--- config.mk ---
export PLATFORM = sky130hd
export DESIGN_NAME = cia_bus_master
export DESIGN_NICKNAME = d
export VERILOG_FILES = /design/src/rtl/cia_pkg.sv /design/src/rtl/cia_phi2_gen.sv /design/src/rtl/cia_bus_master.sv
export SDC_FILE = /design/constraint.sdc
export NUM_CORES = 1
export LEC_CHECK = 0
export ABC_AREA = 0
export CAP_MARGIN = 25
export CORE_MARGIN = 2
export CORE_UTILIZATION = 45
export CTS_CLUSTER_SIZE = 16
export DETAILED_ROUTE_END_ITERATION = 8
export PLACE_DENSITY = 0.8
export REMOVE_ABC_BUFFERS = 1
export SLEW_MARGIN = 25
export SYNTH_ARGS = -nofsm -noshare
export SYNTH_HDL_FRONTEND = slang
export SYNTH_SLANG_ARGS = --single-unit
--- constraint.sdc ---
create_clock -name clk -period 2.93 [get_ports clk]
set_input_delay 0.879 -clock clk [delete_from_list [all_inputs] [get_ports clk]]
set_output_delay 0.879 -clock clk [all_outputs]
set_load 0.1 [all_outputs]
--- src/rtl/cia_pkg.sv ---
// Shared types and constants for the CIA register-bus blocks.
package cia;
  typedef logic [3:0] reg4_t;
  typedef logic [7:0] reg8_t;

  typedef enum logic [2:0] {RESET, IDLE, ARMED, PH1, PH2} bm_state_t;

  localparam reg4_t ICR_ADDR = 4'hD;
endpackage

--- src/rtl/cia_phi2_gen.sv ---
// Free-running phi2 generator: PHI2_DIV clks per half-period, plus edge strobes.
module cia_phi2_gen #(
  parameter int PHI2_DIV = 12
) (
  input  logic clk,
  input  logic rst_n,
  output logic phi2,
  output logic rise_ev,
  output logic fall_ev,
  output logic last_clk
);
  localparam int CW = (PHI2_DIV > 2) ? $clog2(PHI2_DIV) : 1;
  localparam logic [CW-1:0] LAST = CW'(PHI2_DIV - 1);

  logic [CW-1:0] cnt;

  always_ff @(posedge clk) begin
    if (!rst_n) begin
      cnt  <= '0;
      phi2 <= 1'b0;
    end else if (last_clk) begin
      cnt  <= '0;
      phi2 <= ~phi2;
    end else begin
      cnt <= cnt + 1'b1;
    end
  end

  // Strobes mark the clk on whose rising edge phi2 is about to toggle.
  assign last_clk = (cnt == LAST);
  assign rise_ev  = last_clk & ~phi2;
  assign fall_ev  = last_clk & phi2;
endmodule

--- src/rtl/cia_bus_master.sv ---
// Host-side CIA bus initiator: turns valid/ready requests into phi2-aligned bus cycles.
// Optional sticky interrupt output enabled with `define CIA_BUS_MASTER_IRQ_EN.
module cia_bus_master
  import cia::*;
#(
  parameter int PHI2_DIV   = 12,
  parameter int RES_CYCLES = 10
) (
  input  logic  clk,
  input  logic  rst_n,
  input  logic  req_valid,
  output logic  req_ready,
  input  logic  req_reset,
  input  logic  req_we,
  input  reg4_t req_addr,
  input  reg8_t req_wdata,
  output logic  rsp_valid,
  output reg8_t rsp_rdata,
  output logic  phi2,
  output logic  cia_res_n,
  output logic  cs_n,
  output logic  r_w_n,
  output reg4_t addr,
  output reg8_t data_o,
  output logic  data_oe,
  input  reg8_t data_i,
  input  logic  irq_n,
  output logic  irq
);
  localparam int RW = (RES_CYCLES > 1) ? $clog2(RES_CYCLES) : 1;
  localparam logic [RW-1:0] RES_LAST = RW'(RES_CYCLES - 1);

  // Handshake: a request transfers on a clk edge where req_valid && req_ready;
  // req_ready is high only in IDLE, so req_* are ignored everywhere else.
  bm_state_t     state;
  logic [RW-1:0] res_cnt;
  logic          from_req;
  logic          we_q;
  reg4_t         addr_q;
  reg8_t         wdata_q;
  logic          rise_ev, fall_ev, last_clk;

  cia_phi2_gen #(.PHI2_DIV(PHI2_DIV)) u_phi2 (
    .clk      (clk),
    .rst_n    (rst_n),
    .phi2     (phi2),
    .rise_ev  (rise_ev),
    .fall_ev  (fall_ev),
    .last_clk (last_clk)
  );

  always_ff @(posedge clk) begin
    if (!rst_n) begin
      state     <= RESET;
      res_cnt   <= '0;
      from_req  <= 1'b0;
      we_q      <= 1'b0;
      addr_q    <= '0;
      wdata_q   <= '0;
      cia_res_n <= 1'b0;
      req_ready <= 1'b0;
      rsp_valid <= 1'b0;
      rsp_rdata <= '0;
      cs_n      <= 1'b1;
      r_w_n     <= 1'b1;
      addr      <= '0;
      data_o    <= '0;
      data_oe   <= 1'b0;
    end else begin
      rsp_valid <= 1'b0;
      case (state)
        RESET: begin
          if (fall_ev) begin
            if (res_cnt == RES_LAST) begin
              state     <= IDLE;
              cia_res_n <= 1'b1;
              req_ready <= 1'b1;
              rsp_valid <= from_req;
              from_req  <= 1'b0;
              res_cnt   <= '0;
            end else begin
              res_cnt <= res_cnt + 1'b1;
            end
          end
        end
        IDLE: begin
          if (req_valid) begin
            req_ready <= 1'b0;
            if (req_reset) begin
              state     <= RESET;
              cia_res_n <= 1'b0;
              from_req  <= 1'b1;
              res_cnt   <= '0;
            end else begin
              state   <= ARMED;
              we_q    <= req_we;
              addr_q  <= req_addr;
              wdata_q <= req_wdata;
            end
          end
        end
        ARMED: begin
          if (fall_ev) begin
            state <= PH1;
            cs_n  <= 1'b0;
            r_w_n <= ~we_q;
            addr  <= addr_q;
          end
        end
        PH1: begin
          if (rise_ev) begin
            state   <= PH2;
            data_oe <= we_q;
            data_o  <= wdata_q;
          end
        end
        PH2: begin
          // Read data is taken on the last clk of phi2 high, as late as the bus allows.
          if (last_clk && !we_q) rsp_rdata <= data_i;
          if (fall_ev) begin
            state     <= IDLE;
            cs_n      <= 1'b1;
            r_w_n     <= 1'b1;
            data_oe   <= 1'b0;
            rsp_valid <= 1'b1;
            req_ready <= 1'b1;
          end
        end
        default: state <= RESET;
      endcase
    end
  end

`ifdef CIA_BUS_MASTER_IRQ_EN
  logic [2:0] irq_sync;
  logic       irq_clr;

  assign irq_clr = (state == PH2) && fall_ev && !we_q && (addr_q == ICR_ADDR);

  // Two synchronizer flops plus one history flop for falling-edge detection; set beats clear.
  always_ff @(posedge clk) begin
    if (!rst_n) begin
      irq_sync <= 3'b111;
      irq      <= 1'b0;
    end else begin
      irq_sync <= {irq_sync[1:0], irq_n};
      if (irq_sync[2] && !irq_sync[1]) irq <= 1'b1;
      else if (irq_clr)                irq <= 1'b0;
    end
  end
`else
  logic unused_irq_n;
  assign unused_irq_n = irq_n;
  assign irq          = 1'b0;
`endif
endmodule

==> results.sh <==
export IMPL_ff2ff_path_depth=4
export IMPL_cellPowerDensity_mw_per_mm2=439.2
export IMPL_synth_distinct_cells=44
export IMPL_pwr_share_clk_pct=35.3
export IMPL_synth_enable_flop_cells=0
export IMPL_start_kind="primary input"
export IMPL_path_clk_slew_ps=90
export IMPL_cp_max_fo=13
export IMPL_dominantRegCellSynth="dfxtp_1"
export IMPL_relSlewSlack_pct=62.46
export IMPL_clk_path_buf_depth=2
export IMPL_rr_startpoint="state[2]"
export IMPL_fp_dieW_um=73.30
export IMPL_netlist_area_mm2=0.002161
export IMPL_rsz0062_at_grt="false"
export IMPL_wl_per_cell_um=12.57
export IMPL_synth_most_common_cell="dfxtp_1"
export IMPL_synthCells=243
export IMPL_rrSetupSlack_ps=870
export IMPL_crit_arrival_ps=2410
export IMPL_grt_max_degree=32
export IMPL_synth_seq_cells=52
export IMPL_track_usage_pct=17.98
export IMPL_drt_initial_drc_count=155
export IMPL_vias_per_cell=5.140
export IMPL_die_h_um=73.30
export IMPL_antenna_cells=0
export IMPL_p_sw_mw=0.2599
export IMPL_max_slew_worst_pin_slew_ps=563.2
export IMPL_final_core_util_pct=58.63
export IMPL_area_growth_pct=26.46
export IMPL_antenna_found_initial=0
export IMPL_routabilityCongestion=0.7853
export IMPL_cp_required_ps=3130
export IMPL_hold_viol=0
export IMPL_final_cell_area_mm2=0.002733
export IMPL_fmax_mhz=451.8
export IMPL_ys_seq_area_share_pct=48.18
export IMPL_dp_hpwl_um=2954
export IMPL_postRouteAntennaNets=0
export IMPL_endpoint_kind="flop"
export IMPL_clock_skew_ps=2.484
export IMPL_seq_power_share_pct=59.4
export IMPL_fin_tns_setup_ps=0
export IMPL_die_area_mm2=0.005372
export IMPL_synth_top_cell_area_share_pct=48.18
export IMPL_critPathKind="primary input to flop"
export IMPL_post_route_period_util_pct=75.54
export IMPL_p_sw_share_pct=21.65
export IMPL_htree_num_levels=2
export IMPL_holdPathEnd="wdata_q[5]"
export IMPL_vias=1768
export IMPL_cts_setup_buffers=0
export IMPL_leakage_nw=1.103
export IMPL_ctsResizeCount=0
export IMPL_vdd_ir_drop_max_v=0.0003215
export IMPL_drv_slew=0
export IMPL_fin_crit_ps=2213
export IMPL_root_buffer="clkbuf_8"
export IMPL_core_mm2=0.004661
export IMPL_clock_sinks=52
export IMPL_synth_warnings=0
export IMPL_overflow=0
export IMPL_synth_area_leaders="dfxtp_1 48%, mux2i_1 11%, nand2_1 6.6%"
export IMPL_synth_commonest_cells="52 x dfxtp_1, 38 x nand2_1, 29 x nor2_1, 23 x mux2i_1, 22 x a21oi_1"
export IMPL_drv_cap=0
export IMPL_setup_viol=0
export IMPL_route_detailed_drc=0
export IMPL_drive_above_1_share_pct=15.52
export IMPL_placed_area_mm2=0.002636
export IMPL_synth_top_area_cell="dfxtp_1"
export IMPL_whs_path_depth=2
export IMPL_grt_pass1_vias=1664
export IMPL_register_area_mm2=0.001041
export IMPL_p_int_mw=0.9404
export IMPL_min_path_type="flop to flop"
export IMPL_num_rows=25
export IMPL_nets=318
export IMPL_numCtsBuffers=5
export IMPL_multi_input_area_mm2=0.001031
export IMPL_port_buffers=51
export IMPL_grt_pass1_wl_um=7548
export IMPL_r2r_end="rsp_rdata[1]"
export IMPL_clk_latency_ps=300
export IMPL_routed_wl_um=4323
export IMPL_ys_async_sr_fraction_pct=0
export IMPL_cts_hold_buf=0
export IMPL_avgSynthCellArea_um2=8.892
export IMPL_hold_start="wdata_q[5]"
export IMPL_initial_core_util_pct=46.36
export IMPL_outcome="completed"
export IMPL_combPwrFrac_pct=5.4
export IMPL_tritoncts="built"
export IMPL_finalPower_mw=1.200
export IMPL_dr_pass1_iters=4
export IMPL_io_pins=54
export IMPL_n_fill_cell=406
[placed cells by master (no fill, tap or decap), drive strengths merged, types with 2 or more instances in the layout]
cell	netlist	final
nand4	2	2
dfxtp	52	52
nor2	29	29
nand3	5	5
nand2b	2	2
or2	3	3
or3	3	3
nand2	38	38
ha	3	3
clkbuf	10	6
nor3	7	7
a31oi	2	2
mux2i	23	23
inv	2	3
o21ai	4	4
nand3b	5	5
xnor2	3	3
a21oi	22	22
clkinv	1	2
clkdlybuf4s50	0	24
buf	6	31
[worst max path at each step]
stage	depth (start not counted)	from	end	slack, ps
final	5	req_valid	addr_q[3]	720
after global routing	5	req_valid	addr_q[3]	590
after CTS	5	req_valid	addr_q[3]	720
after detailed placement	5	req_valid	addr_q[3]	400
after global placement	5	req_valid	wdata_q[4]	400
after floorplan	4	u_phi2.phi2	res_cnt[0]	520
[power by group through the flow]
stage | Combinational, mW | Sequential (mW) | Clock, mW
2_1_floorplan | 0.0205 | 0.728 | 0
3_3_place_gp | 0.0643 | 0.729 | 0
3_5_place_dp | 0.0647 | 0.729 | 0
4_1_cts | 0.0650 | 0.713 | 0.438
5_1_grt | 0.0705 | 0.714 | 0.470
6_report | 0.0645 | 0.712 | 0.423
[kinds of logic after synthesis]
logic type	synth area share [%]
AO/OA/AOI/OAI	9.844
XOR/XNOR	1.216
adder cells (fa/ha/maj)	1.737
buffers and inverters	4.343
flip-flops	48.18
multiplexers	10.65
other	0.1735
AND/OR/NAND/NOR	23.86
[critical path, stage by stage]
cell and delay, ps:
clkdlybuf4s50_1 520, nor4bb_1 360, nand2b_1 390, nand2_1 180
a21oi_1 80
[sequential cells by signal (all words and copies together) (netlist names)]
| signal | count |
|---|---|
| u_phi2.phi2 | 1 |
| cs_n | 1 |
| req_ready | 1 |
| u_phi2.cnt | 4 |
| addr | 4 |
| we_q | 1 |
| data_oe | 1 |
| state | 3 |
| r_w_n | 1 |
| rsp_rdata | 8 |
| data_o | 8 |
| cia_res_n | 1 |
| addr_q | 4 |
| wdata_q | 8 |
| from_req | 1 |
| res_cnt | 4 |
| rsp_valid | 1 |
[per-stage QoR]
stage	std cells	worst slack (ps)	hold slack [ps]
after detailed placement	336	403.7	447.0
after floorplan	227	519.8	430.6
after global placement	336	399.2	441.6
final	344	716.8	457.6
after CTS	344	723.4	460.1
after global routing	344	586.3	475.9
[layer usage]
layer / vias to the layer above / global-route usage (%) / wire length (um)
met1: 797 / 22.78 / 1969
met4: 0 / 5.455 / 47
li1: 914 / - / -
met5: - / 0 / 0
met3: 5 / 4.115 / 246
met2: 52 / 30.53 / 2060
[area by class of cell]
class,count,share of cell area [%]
tap,54,2.473
clock buffer,6,3.022
timing repair buffer,55,17.77
clock inverter,2,0.5037
multi-input combinational,172,37.73
sequential,52,38.10
inverter,3,0.4121
Note: power is estimated with default switching activity, not from simulation.
